[config.mk]
export PLATFORM = sky130hd
export DESIGN_NAME = imem_loader
export DESIGN_NICKNAME = d
export VERILOG_FILES = /design/src/rtl/imem_loader.sv
export SDC_FILE = /design/constraint.sdc
export NUM_CORES = 1
export LEC_CHECK = 0
export BUFFER_PORTS_ARGS = -buffer_cell sky130_fd_sc_hd__buf_2
export CAP_MARGIN = 20
export CORE_ASPECT_RATIO = 0.7
export CORE_MARGIN = 8
export CORE_UTILIZATION = 48
export CTS_BUF_LIST = sky130_fd_sc_hd__clkbuf_8
export CTS_CLUSTER_DIAMETER = 30
export DETAILED_ROUTE_END_ITERATION = 7
export GPL_ROUTABILITY_DRIVEN = 0
export PLACE_DENSITY_LB_ADDON = 0.3
export SETUP_SLACK_MARGIN = 0.15
export SYNTH_ARGS = -nofsm -noshare
export SYNTH_HDL_FRONTEND = slang
export SYNTH_SLANG_ARGS = --single-unit
[constraint.sdc]
create_clock -name clk -period 2.3 [get_ports clk]
set_input_delay 0.115 -clock clk [delete_from_list [all_inputs] [get_ports clk]]
set_output_delay 0.115 -clock clk [all_outputs]
set_load 0.005 [all_outputs]
[src/rtl/imem_loader.sv]
// Boot-time instruction-memory loader: receives a length-prefixed, XOR-checksummed
// byte stream, writes big-endian 32-bit words, and holds the core until the image verifies.
module imem_loader #(
    parameter int                    ADDR_WIDTH = 10,
    parameter logic [ADDR_WIDTH-1:0] BASE_ADDR  = {ADDR_WIDTH{1'b0}}
) (
    input  logic                  clk,
    input  logic                  rst_ldr,
    input  logic                  start,
    input  logic                  in_valid,
    input  logic [7:0]            in_data,
    output logic                  in_ready,
    output logic                  im_we,
    output logic [ADDR_WIDTH-1:0] im_waddr,
    output logic [31:0]           im_wdata,
    output logic                  core_hold,
    output logic                  load_done,
    output logic                  load_err,
    output logic [15:0]           word_cnt
);

    typedef enum logic [2:0] {
        S_IDLE   = 3'd0,
        S_LEN_HI = 3'd1,
        S_LEN_LO = 3'd2,
        S_DATA   = 3'd3,
        S_CSUM   = 3'd4,
        S_DONE   = 3'd5,
        S_ERR    = 3'd6
    } state_t;

    localparam logic [16:0] DEPTH = 17'd1 << ADDR_WIDTH;

    function automatic logic [7:0] csum_step(input logic [7:0] acc, input logic [7:0] b);
        return acc ^ b;
    endfunction

    state_t                state_r;
    state_t                state_nxt;
    logic [15:0]           len_r;
    logic [23:0]           word_r;
    logic [1:0]            byte_idx_r;
    logic [7:0]            csum_r;
    logic                  in_ready_r;
    logic                  im_we_r;
    logic [ADDR_WIDTH-1:0] im_waddr_r;
    logic [31:0]           im_wdata_r;
    logic                  core_hold_r;
    logic                  load_done_r;
    logic                  load_err_r;
    logic [15:0]           word_cnt_r;

    logic                  accepting_s;
    logic                  xfer_s;
    logic                  start_ok_s;
    logic [15:0]           n_full_s;
    logic                  too_big_s;
    logic                  word_last_s;
    logic                  final_word_s;

    assign accepting_s  = (state_r == S_LEN_HI) || (state_r == S_LEN_LO) ||
                          (state_r == S_DATA)   || (state_r == S_CSUM);
    assign xfer_s       = in_valid && accepting_s;
    assign start_ok_s   = start && ((state_r == S_IDLE) || (state_r == S_DONE) || (state_r == S_ERR));
    assign n_full_s     = {len_r[15:8], in_data};
    assign too_big_s    = {1'b0, n_full_s} > DEPTH;
    assign word_last_s  = (byte_idx_r == 2'd3);
    assign final_word_s = ((word_cnt_r + 16'd1) == len_r);

    // State register
    always_ff @(posedge clk or negedge rst_ldr) begin
        if (!rst_ldr) begin
            state_r <= S_IDLE;
        end else begin
            state_r <= state_nxt;
        end
    end

    // Next-state decode
    always_comb begin
        state_nxt = state_r;
        case (state_r)
            S_IDLE, S_DONE, S_ERR: begin
                if (start) state_nxt = S_LEN_HI;
                else       state_nxt = state_r;
            end
            S_LEN_HI: begin
                if (xfer_s) state_nxt = S_LEN_LO;
                else        state_nxt = state_r;
            end
            S_LEN_LO: begin
                if (!xfer_s)                   state_nxt = state_r;
                else if (too_big_s)            state_nxt = S_ERR;
                else if (n_full_s == 16'd0)    state_nxt = S_CSUM;
                else                           state_nxt = S_DATA;
            end
            S_DATA: begin
                if (xfer_s && word_last_s && final_word_s) state_nxt = S_CSUM;
                else                                       state_nxt = state_r;
            end
            S_CSUM: begin
                if (!xfer_s)                  state_nxt = state_r;
                else if (in_data == csum_r)   state_nxt = S_DONE;
                else                          state_nxt = S_ERR;
            end
            default: state_nxt = S_IDLE;
        endcase
    end

    // Datapath, write port and status outputs (status derived from the next state)
    always_ff @(posedge clk or negedge rst_ldr) begin
        if (!rst_ldr) begin
            len_r       <= 16'd0;
            word_r      <= 24'd0;
            byte_idx_r  <= 2'd0;
            csum_r      <= 8'd0;
            in_ready_r  <= 1'b0;
            im_we_r     <= 1'b0;
            im_waddr_r  <= BASE_ADDR;
            im_wdata_r  <= 32'd0;
            core_hold_r <= 1'b1;
            load_done_r <= 1'b0;
            load_err_r  <= 1'b0;
            word_cnt_r  <= 16'd0;
        end else begin
            im_we_r     <= 1'b0;
            in_ready_r  <= (state_nxt == S_LEN_HI) || (state_nxt == S_LEN_LO) ||
                           (state_nxt == S_DATA)   || (state_nxt == S_CSUM);
            load_done_r <= (state_nxt == S_DONE);
            load_err_r  <= (state_nxt == S_ERR);
            core_hold_r <= (state_nxt != S_DONE);
            if (start_ok_s) begin
                word_cnt_r <= 16'd0;
                csum_r     <= 8'd0;
                byte_idx_r <= 2'd0;
            end else if (xfer_s) begin
                case (state_r)
                    S_LEN_HI: begin
                        len_r[15:8] <= in_data;
                        csum_r      <= csum_step(csum_r, in_data);
                    end
                    S_LEN_LO: begin
                        len_r[7:0] <= in_data;
                        csum_r     <= csum_step(csum_r, in_data);
                    end
                    S_DATA: begin
                        csum_r     <= csum_step(csum_r, in_data);
                        word_r     <= {word_r[15:0], in_data};
                        byte_idx_r <= byte_idx_r + 2'd1;
                        if (word_last_s) begin
                            im_we_r    <= 1'b1;
                            im_wdata_r <= {word_r, in_data};
                            im_waddr_r <= BASE_ADDR + word_cnt_r[ADDR_WIDTH-1:0];
                            word_cnt_r <= word_cnt_r + 16'd1;
                        end
                    end
                    default: begin
                    end
                endcase
            end
        end
    end

    assign in_ready  = in_ready_r;
    assign im_we     = im_we_r;
    assign im_waddr  = im_waddr_r;
    assign im_wdata  = im_wdata_r;
    assign core_hold = core_hold_r;
    assign load_done = load_done_r;
    assign load_err  = load_err_r;
    assign word_cnt  = word_cnt_r;

endmodule

## After elaboration in Yosys (flattened, before gate mapping)

Index checks and enable logic that the tools add are counted.

| storage, ports and cells | value |
|---|---|
| register bits after elaboration | 116 |
| output and inout port bits | 63 |

| operators by class | value |
|---|---|
| $add $sub $neg | 2 |
| eq/ne operators | 16 |
| magnitude comparators | 1 |
| bitwise gates (word level) | 2 |
| reductions and logical operators | 27 |
| muxes and demuxes | 23 |

Operators with widths:

| cell | count |
|---|---|
| 2-to-1 mux 16 bit | 4 |
| 2-to-1 mux 8 bit | 3 |
| 2-to-1 mux 3 bit | 7 |
| equality test 3 bit (second input constant) | 6 |
| adder 16 x 1 -> 16 bit (second input constant) | 1 |
| equality test 16 bit | 1 |
| > comparator 16 x 11 -> 1 bit (second input constant) | 1 |
| logical NOT 16 bit | 1 |
| one-hot mux 3 bit (5 select lines) | 1 |
| equality test 3 x 2 -> 1 bit (second input constant) | 4 |
| AND reduction 3 bit | 4 |
| equality test 8 bit | 1 |
| logical OR 1 bit | 8 |
| 2-to-1 mux 2 bit | 4 |
| nonzero test 2 bit | 4 |
| XOR 8 bit | 1 |
| equality test 3 x 1 -> 1 bit (second input constant) | 2 |
| OR reduction 3 bit | 2 |
| logical AND 1 bit | 4 |
| 2-to-1 mux 1 bit | 4 |
| AND reduction 2 bit | 2 |
| AND reduction 4 bit | 1 |
| logical NOT 3 bit | 1 |
| inequality test 3 bit (second input constant) | 1 |
| 3 further kinds | 3 |

## Depth between registers and ports, before layout

Gate-level depths: netlist of run 1.

| depth | value |
|---|---|
| depth in word-level cells | 13 |
| mapped depth | 9 |
| depth with buffers taken out | 8 |

## Least setup slack after synthesis of run 1

Ideal clock, no wire load.

| path | value |
|---|---|
| path type | flip-flop to flip-flop |
| start point | reg word_cnt_r[0] (netlist: word_cnt[0]) |
| end point | reg load_err_r (netlist: load_err) |
| clock period less this slack | 2306 ps |
| setup time | 121 ps |
| path buffers | 0 |
| arrival | 2185 ps |
| slack | -6 ps |
| stages on the path, launching flop included | 9 |
| required time | 2179 ps |
| path through | dfrtp_1 ha_1 nand3_4 or4_1 a21boi_1 o21a_1 o211ai_1 o31a_1 and4b_1 |

| on the way | value |
|---|---|
| longest elaborated chain between the ends | 6 |

Ends and longest elaborated chain:

| element | RTL line | RTL |
|---|---|---|
| from (decl) | 51 | `logic [15:0] word_cnt_r;` |
| from (signal assigned) | 154 | `word_cnt_r <= word_cnt_r + 16'd1;` |
| adder 16 x 1 -> 16 bit | 68 | `assign final_word_s = ((word_cnt_r + 16'd1) == len_r);` |
| equality test 16 bit | 68 |  |
| logical AND 1 bit | 98 | `if (xfer_s && word_last_s && final_word_s) state_nxt = S_CSUM;` |
| 2-to-1 mux 3 bit | 98 |  |
| one-hot mux 3 bit (5 select lines) | 82 | `case (state_r)` |
| net state_nxt[1] | 39 | `state_t state_nxt;` |
| equality test 3 bit | 130 | `load_err_r <= (state_nxt == S_ERR);` |
| to (signal assigned) | 130 |  |
| to (decl) | 50 | `logic load_err_r;` |

The timed path passes the listed nets, and every way through them passes these cells.
A chain may end at the register's enable or synchronous reset.

## Final worst setup path of run 1

| path | value |
|---|---|
| start point | reg word_cnt_r[1] (netlist: word_cnt[1]) |
| end point | reg load_err_r (netlist: load_err) |

Same word-level chain as after synthesis.

==> results of run 1 <==
-- metal layers --
layer,track usage,wire (um)
met1,0.279,6920
met4,0.0809,190
met5,0,0
met2,0.276,6070
met3,0.0591,1080
-- stage by stage --
step,TNS (ps),std cells
after global routing,0,868
after global placement,0,823
after CTS,0,868
after detailed placement,-26.9,823
after floorplan,0,600
final,0,868
-- sequential cells by signal (all words and copies together), names as in the netlist --
signal      cells
load_done       1
byte_idx_r      2
im_waddr       10
word_cnt       16
len_r          16
im_we           1
state_r         3
load_err        1
im_wdata       32
csum_r          8
word_r         24
core_hold       1
in_ready        1
-- critical path: stages (launching register included) --
cell     delay (ps)
dfrtp_2         380
buf_4           140
nand4_1         230
nor2_4          210
nand3_1         190
mux2i_2         250
nand4_1         160
o31a_1          330
and4b_1         180
-- cells by family after synthesis --
group	after synthesis	share of synthesized area
XOR/XNOR	37	0.0600
adder cells (fa/ha/maj)	2	0.00463
AO/OA/AOI/OAI	69	0.0776
buffers and inverters	38	0.0290
multiplexers	20	0.0408
flip-flops	116	0.538
AND/OR/NAND/NOR	318	0.250
-- area by class of cell --
cell class | instances | area (um2)
Clock buffer | 18 | 248
Clock inverter | 14 | 73.8
Fill cell | 1009 | 4390
Inverter | 8 | 30.0
Multi-Input combinational cell | 446 | 2420
Sequential cell | 116 | 2910
Tap cell | 153 | 191
Timing Repair Buffer | 113 | 706
-- final timing paths --
| check | start | to | slack (ps) |
|---|---|---|---|
| setup / recovery | word_cnt[1]$_DFFE_PN0P_ | load_err$_DFF_PN0_ | 110 |
| hold / removal | in_data[2] | im_wdata[2]$_DFFE_PN0P_ | 50 |
| setup reg to reg | word_cnt[1]$_DFFE_PN0P_ | load_err$_DFF_PN0_ | 110 |
| hold reg to reg | im_wdata[29]$_DFFE_PN0P_ | im_wdata[29]$_DFFE_PN0P_ | 470 |
| max in group asynchronous | rst_ldr | word_r[19]$_DFFE_PN0P_ | 1360 |
| min in group asynchronous | rst_ldr | im_waddr[8]$_DFFE_PN0P_ | 190 |
-- repair_timing --
item | 4_1_cts | 5_1_grt
pin swaps | 16 | 5
buffers inserted | 10 | 0
endpoints found under the hold margin | 40 | 0
gates resized for setup | 14 | 11
hold buffers | 3 | 0
setup endpoints to repair | 17 | 40
-- cell usage in the layout (no fill, tap or decap), types with 3 or more instances in the layout --
master,n
nor3b_1,3
xor2_1,16
xnor2_1,21
clkbuf_8,18
dfrtp_1,109
nor3_1,5
buf_4,33
nor2_1,31
dlygate4sd3_1,3
o21ai_0,34
and3_1,6
a21oi_1,9
buf_2,73
nand4_1,10
nand2_1,227
nor2b_1,5
o31ai_1,4
nand3_1,7
a31oi_1,4
inv_1,10
mux2_2,16
nor2_4,4
dfrtp_2,6
clkinvlp_4,3
nand2b_1,3
clkinv_2,8
-- power groups by stage --
stage                     registers, mW  clock network (mW)  logic (mW)
after global placement             3.08                   0        1.74
after global routing               3.16                1.69        2.12
after floorplan                    2.94                   0        1.32
final                              3.10                1.56        1.90
after CTS                          3.08                1.59        1.86
after detailed placement           3.12                   0        1.81
==> results_dict.tcl, run 1 <==
set metrics [dict create \
    synth-seq-cells 116 \
    status "completed" \
    p_clk_frac 0.238 \
    setup_viol 0 \
    final.period_utilization 0.953 \
    drv_cap 0 \
    cts_tree "done" \
    grt_pass1_vias 4618 \
    ys_seq_area_frac 0.538 \
    nets 716 \
    skew_ps 10.2 \
    fp.dieH_um 105 \
    yosys_warnings 0 \
    clock_path_buffers 2 \
    synth_most_common_cell "nand2_1" \
    switching_power_mw 2.36 \
    vias 4640 \
    via_per_inst 5.35 \
    place_area_um2 6070 \
    p_leak_nw 3.43 \
    whs_path_depth 4 \
    die_w_um 143 \
    max_slew.worst_pin.slew_ps 659 \
    routed_wirelength_mm 14.3 \
    synth_cell_types 49 \
    io_buffers 74 \
    p_per_area_nw_per_um2 996 \
    synthesis.area_um2 5400 \
    required_ps 2640 \
    switching_share 0.360 \
    antenna_found_initial 0 \
    fin_ws_ps 108 \
    grt.total_usage 0.198 \
    grt_pass1_wl_mm 23.6 \
    hp-class "primary input to register" \
    core.rowCount 32 \
    io_pins 75 \
    avgRoutedWirePerCell_um 16.4 \
    hold_viol 0 \
    ir_drop_mv 0.525 \
    initialDrtViolationCount 355 \
    ant_nets 0 \
    synth_top_cell_by_area "dfrtp_1" \
    synth_edf_count 0 \
    finalInstanceArea_um2 6590 \
    fin_crit_ps 2190 \
    start_kind "register" \
    cp-end-kind "register" \
    cp.arrival_ps 2530 \
    maxSlewHeadroom 0.556 \
    internal-power_mw 4.20 \
    drc_errors 0 \
    ys_top_cells_by_area "dfrtp_1 (53%), nand2_1 (16%), xnor2_1 (3.4%)" \
    syn_nets 614 \
    die_area_um2 15000 \
    h-tree-depth 4 \
    seqPwrFrac 0.472 \
    synth_common_cells "nand2_1 (228), dfrtp_1 (115), nor2_1 (35), o21ai_0 (35)" \
    numClockSinks 116 \
    grt_max_degree 63 \
    worst-setup-path-type "register to register" \
    avgSynthCellArea_um2 9.00 \
    antenna_cells 0 \
    overflow 0 \
    cts_root_buf "clkbuf_8" \
    clkLatencyLatePin_ps 440 \
    dpl.hpwl_mm 9.68 \
    finalPower_mw 6.56 \
    cts.clk_slew.worst_paths_ps 70 \
    holdWs_ps 45.1 \
    synthArstFlopShare 1.00 \
    netlist.area_leader.share 0.533 \
    rsz0062_at_grt "true" \
    core-area_um2 11000 \
    final_core_util 0.600 \
    preCtsSetupSlack_ps -26.9 \
    synth_flop_cell "dfrtp_1" \
    start_util 0.492 \
    cts_buffers 17 \
    drtPass1Iterations 5 \
    pwr-share-comb 0.289 \
    critPathMaxFanout 5 \
    syn_to_final_growth_pct 21.9 \
    report.final.slew_viol_count 0 \
    reg2reg_depth 8 \
    synthCells 600 \
    clock.fmax_ghz 0.456 \
    drive_above_1_share 0.249 \
]
(Power assumes the default switching activity.)
==> run 2: changes to the inputs <==
==> constraint.sdc (replaced) <==
create_clock -name clk -period 1.8 [get_ports clk]
set_input_delay 0.09 -clock clk [delete_from_list [all_inputs] [get_ports clk]]
set_output_delay 0.09 -clock clk [all_outputs]
set_load 0.005 [all_outputs]
==> results_dict.tcl, run 2 (synthesized netlist as in run 1, its figures left out) <==
set metrics [dict create \
    stdcell_count 938 \
    grt_max_degree 46 \
    numClockSinks 116 \
    status "complete, but fails checks" \
    die_area_um2 15000 \
    hp-class "primary input to register" \
    final_core_util 0.736 \
    dpl.hpwl_mm 10.4 \
    clock.fmax_ghz 0.438 \
    reg2reg_slack_ps -480 \
    antenna_cells 0 \
    cp-end-kind "register" \
    p_leak_nw 4.34 \
    final_common_cell "nand2_1" \
    largest_reg_flops 32 \
    maxSlewHeadroom 0.635 \
    setup_viol 7 \
    overflow 0 \
    drv_cap 0 \
    clkLatencyLatePin_ps 470 \
    fin_crit_ps 2280 \
    drive_above_1_share 0.457 \
    cts_tree "done" \
    syn_to_final_growth_pct 49.4 \
    vias 5187 \
    final.period_utilization 1.27 \
    preCtsSetupSlack_ps -423 \
    fp.dieH_um 105 \
    cts_buffers 17 \
    grt.total_usage 0.210 \
    fin_ws_ps -485 \
    place_inst 867 \
    max_slew.worst_pin.slew_ps 547 \
    ant_nets 0 \
    core-area_um2 11000 \
    finalInstanceArea_um2 8070 \
    skew_ps 16.0 \
    avgRoutedWirePerCell_um 19.0 \
    fill_cells 753 \
    cp.arrival_ps 2630 \
    antenna_found_initial 0 \
    finalPower_mw 10.4 \
    via_per_inst 5.53 \
    place_area_um2 6470 \
    die_w_um 143 \
    required_ps 2150 \
    layout_common_cells "nand2_1 (155), dfrtp_1 (110), buf_2 (73)" \
    grt_pass1_wl_mm 24.9 \
    start_util 0.492 \
    hold_viol 0 \
    h-tree-depth 4 \
    critPathMaxFanout 6 \
    initialDrtViolationCount 522 \
    drtPass1Iterations 5 \
    violations "negative setup slack" \
    rsz0062_at_grt "true" \
    start_kind "register" \
    cts_root_buf "clkbuf_8" \
    clock_path_buffers 2 \
    p_per_area_nw_per_um2 1280 \
    nets 786 \
    io_pins 75 \
    grt_pass1_vias 4835 \
    worst-setup-path-type "register to register" \
    ir_drop_mv 1.09 \
    drc_errors 0 \
    routed_wirelength_mm 17.8 \
    io_buffers 74 \
    report.final.slew_viol_count 0 \
    core.rowCount 32 \
    cts.clk_slew.worst_paths_ps 70 \
]
## run 2: cell count changes in the layout (fill, tap and decap cells not counted), moves of 7 or more
cell       previous run  this run
nand2_4               0        30
clkinv_2              8         0
buf_4                33        72
o21ai_2               0         9
clkbuf_16             0         7
o21ai_0              34         8
nand2_2               1        43
buf_6                 2        18
nand2_1             227       155
o21ai_1               1        15
## run 2: critical path, cell delays in order (launching register included)
cell	delay, ps
dfrtp_2	390
ha_4	180
nand3_4	120
nor3b_4	260
buf_6	150
mux2i_1	80
mux2i_1	280
o2111ai_1	180
o31a_1	340
and4b_1	180
## run 2: worst paths after layout
check / from / end / cells after the start
worst min register to register: im_wdata[20]$_DFFE_PN0P_ / im_wdata[20]$_DFFE_PN0P_ / 2
worst min-delay path: in_data[2] / csum_r[2]$_DFFE_PN0P_ / 4
min in group asynchronous: rst_ldr / im_waddr[6]$_DFFE_PN0P_ / 2
worst max register to register: word_cnt[1]$_DFFE_PN0P_ / load_err$_DFF_PN0_ / 9
worst max-delay path: word_cnt[1]$_DFFE_PN0P_ / load_err$_DFF_PN0_ / 9
max in group asynchronous: rst_ldr / len_r[8]$_DFFE_PN0P_ / 3
## run 2: per-stage QoR
stage	hold slack [ps]	setup TNS, ps
floorplan	-206	-648
detailed placement	93.8	-2150
global placement	92.1	-1320
global route	13.7	-2700
finish	20.7	-1920
CTS	16.7	-1300
## run 2: layer usage
metal	up-vias	GRT usage	routed length [um]
met5	-	0	0
met4	0	0.0695	243
met3	28	0.0500	1570
met2	250	0.321	8350
met1	2579	0.288	7620
li1	2330	-	-
## run 2: layout make-up
type,instances,area (um2),area share
Inverter,8,35.0,0.00434
Sequential cell,116,2910,0.361
Clock inverter,15,230,0.0285
Tap cell,153,191,0.0237
Multi-Input combinational cell,446,2970,0.369
Clock buffer,17,234,0.0290
Timing Repair Buffer,183,1490,0.185
## run 2: report_power, final
| group | switching, mW | total (mW) | internal (mW) |
|---|---|---|---|
| Sequential | 0.706 | 4.01 | 3.31 |
| Combinational | 1.82 | 3.50 | 1.67 |
| Clock | 1.19 | 2.85 | 1.66 |
| Total | 3.72 | 10.4 | 6.64 |
## run 2: timing repair
action                                  4_1_cts  5_1_grt
gates cloned                                  0       10
pin swaps                                    20       82
gates resized for setup                      40      169
hold buffers                                  4        0
endpoints found under the hold margin        41        0
endpoints found under the setup margin       53       82
setup buffers                                11       14
==> run 3: changes to the inputs <==
--- a/config.mk
+++ b/config.mk
@@ -14,7 +14,7 @@
 export CTS_CLUSTER_DIAMETER = 30
 export DETAILED_ROUTE_END_ITERATION = 7
 export GPL_ROUTABILITY_DRIVEN = 0
-export PLACE_DENSITY_LB_ADDON = 0.3
+export PLACE_DENSITY_LB_ADDON = 0.12
 export SETUP_SLACK_MARGIN = 0.15
 export SYNTH_ARGS = -nofsm -noshare
 export SYNTH_HDL_FRONTEND = slang
==> results_dict.tcl, run 3 (synthesized netlist as in run 1, its figures left out) <==
set metrics [dict create \
    rsz0062_at_grt "true" \
    ant_nets 0 \
    status "complete, but fails checks" \
    preCtsSetupSlack_ps -427 \
    grt.total_usage 0.230 \
    grt_pass1_vias 5062 \
    critPathMaxFanout 5 \
    clock.fmax_ghz 0.447 \
    io_pins 75 \
    required_ps 2150 \
    reg2reg_depth 9 \
    place_inst 873 \
    grt_max_degree 41 \
    cts_tree "done" \
    grt_pass1_wl_mm 26.9 \
    numClockSinks 116 \
    drtPass1Iterations 5 \
    antenna_cells 0 \
    vias 5286 \
    holdWs_ps 15.4 \
    routed_wirelength_mm 19.0 \
    cts_root_buf "clkbuf_8" \
    skew_ps 14.5 \
    max_slew.worst_pin.slew_ps 561 \
    finalPower_mw 10.7 \
    fp.dieH_um 105 \
    clkLatencyLatePin_ps 450 \
    final_common_cell "nand2_1" \
    p_leak_nw 4.36 \
    report.final.slew_viol_count 0 \
    nets 805 \
    cts.clk_slew.worst_paths_ps 70 \
    fin_crit_ps 2240 \
    die_area_um2 15000 \
    start_util 0.492 \
    clock_path_buffers 2 \
    hold_viol 0 \
    fin_ws_ps -439 \
    fill_cells 695 \
    dpl.hpwl_mm 10.6 \
    hp-class "primary input to register" \
    syn_to_final_growth_pct 59.0 \
    final.period_utilization 1.24 \
    die_w_um 143 \
    drc_errors 0 \
    initialDrtViolationCount 512 \
    layout_common_cells "nand2_1 (146), dfrtp_1 (110), buf_4 (74)" \
    overflow 0 \
    cp.arrival_ps 2590 \
    drive_above_1_share 0.497 \
    largest_reg_flops 32 \
    cts_buffers 17 \
    setup_viol 8 \
    cp-end-kind "register" \
    antenna_found_initial 0 \
    violations "negative setup slack" \
    maxSlewHeadroom 0.626 \
    worst-setup-path-type "register to register" \
    start_kind "register" \
    ir_drop_mv 1.14 \
    drv_cap 0 \
    stdcell_count 956 \
    core.rowCount 32 \
    io_buffers 74 \
    via_per_inst 5.53 \
    whs_path_depth 2 \
    h-tree-depth 4 \
    avgRoutedWirePerCell_um 19.8 \
    p_per_area_nw_per_um2 1250 \
    core-area_um2 11000 \
]
-- run 3: cell count changes in the layout (fill, tap and decap cells not counted), sizes merged --
cell and delta:
bufinv -2, clkinv +2, dlygate4sd3 +2, buf +16, inv -2, clkbuf +2
-- run 3: final timing paths --
kind	from	end	slack, ps
worst max-delay path	word_cnt[1]$_DFFE_PN0P_	state_r[0]$_DFF_PN0_	-440
worst min-delay path	in_data[7]	len_r[15]$_DFFE_PN0P_	20
worst max register to register	word_cnt[1]$_DFFE_PN0P_	state_r[0]$_DFF_PN0_	-440
worst min register to register	word_r[16]$_DFFE_PN0P_	im_wdata[24]$_DFFE_PN0P_	470
max in group asynchronous	rst_ldr	word_cnt[0]$_DFFE_PN0P_	1040
min in group asynchronous	rst_ldr	word_cnt[13]$_DFFE_PN0P_	170
-- run 3: worst max-delay path, stage by stage, from the launching register on --
cell and delay (ps):
dfrtp_2 390, ha_4 180, nand3_4 130, or3_4 350, and3b_1 190, o21a_1 200
o211ai_1 270, buf_4 170, nor3_2 40, o21ai_1 210
-- run 3: where the power goes --
part | internal, mW | switching, mW
combinational | 2.13 | 2.10
clock | 1.40 | 1.13
sequential | 3.31 | 0.670
total | 6.83 | 3.90
-- run 3: routing by layer --
metal | track usage | wire, um | vias up
met1 | 0.318 | 7940 | 2608
li1 | - | - | 2371
met2 | 0.349 | 8750 | 261
met3 | 0.0568 | 1790 | 46
met4 | 0.0726 | 475 | 0
met5 | 0 | 0 | -
-- run 3: what timing repair did --
item | 4_1_cts | 5_1_grt
setup endpoints to repair | 36 | 100
pin swaps | 43 | 89
buffers inserted | 18 | 13
cloned | 5 | 10
gates resized for setup | 99 | 178
hold buffers | 5 | 1
endpoints found under the hold margin | 41 | 1
-- run 3: through the flow --
step	cell area, um2	util	setup TNS, ps
floorplan	5510	-	-648
global placement	6560	0.598	-2860
detailed placement	6560	0.598	-3970
CTS	7610	0.694	-1610
global route	8590	0.783	-2710
finish	8590	0.783	-1800
-- run 3: final cells by class --
type,instances,area (um2),area share
timing repair buffer,202,1840,0.215
inverter,8,35.0,0.00408
clock buffer,18,248,0.0289
clock inverter,13,159,0.0185
sequential,116,2910,0.339
multi-input combinational,446,3200,0.372
tap,153,191,0.0223
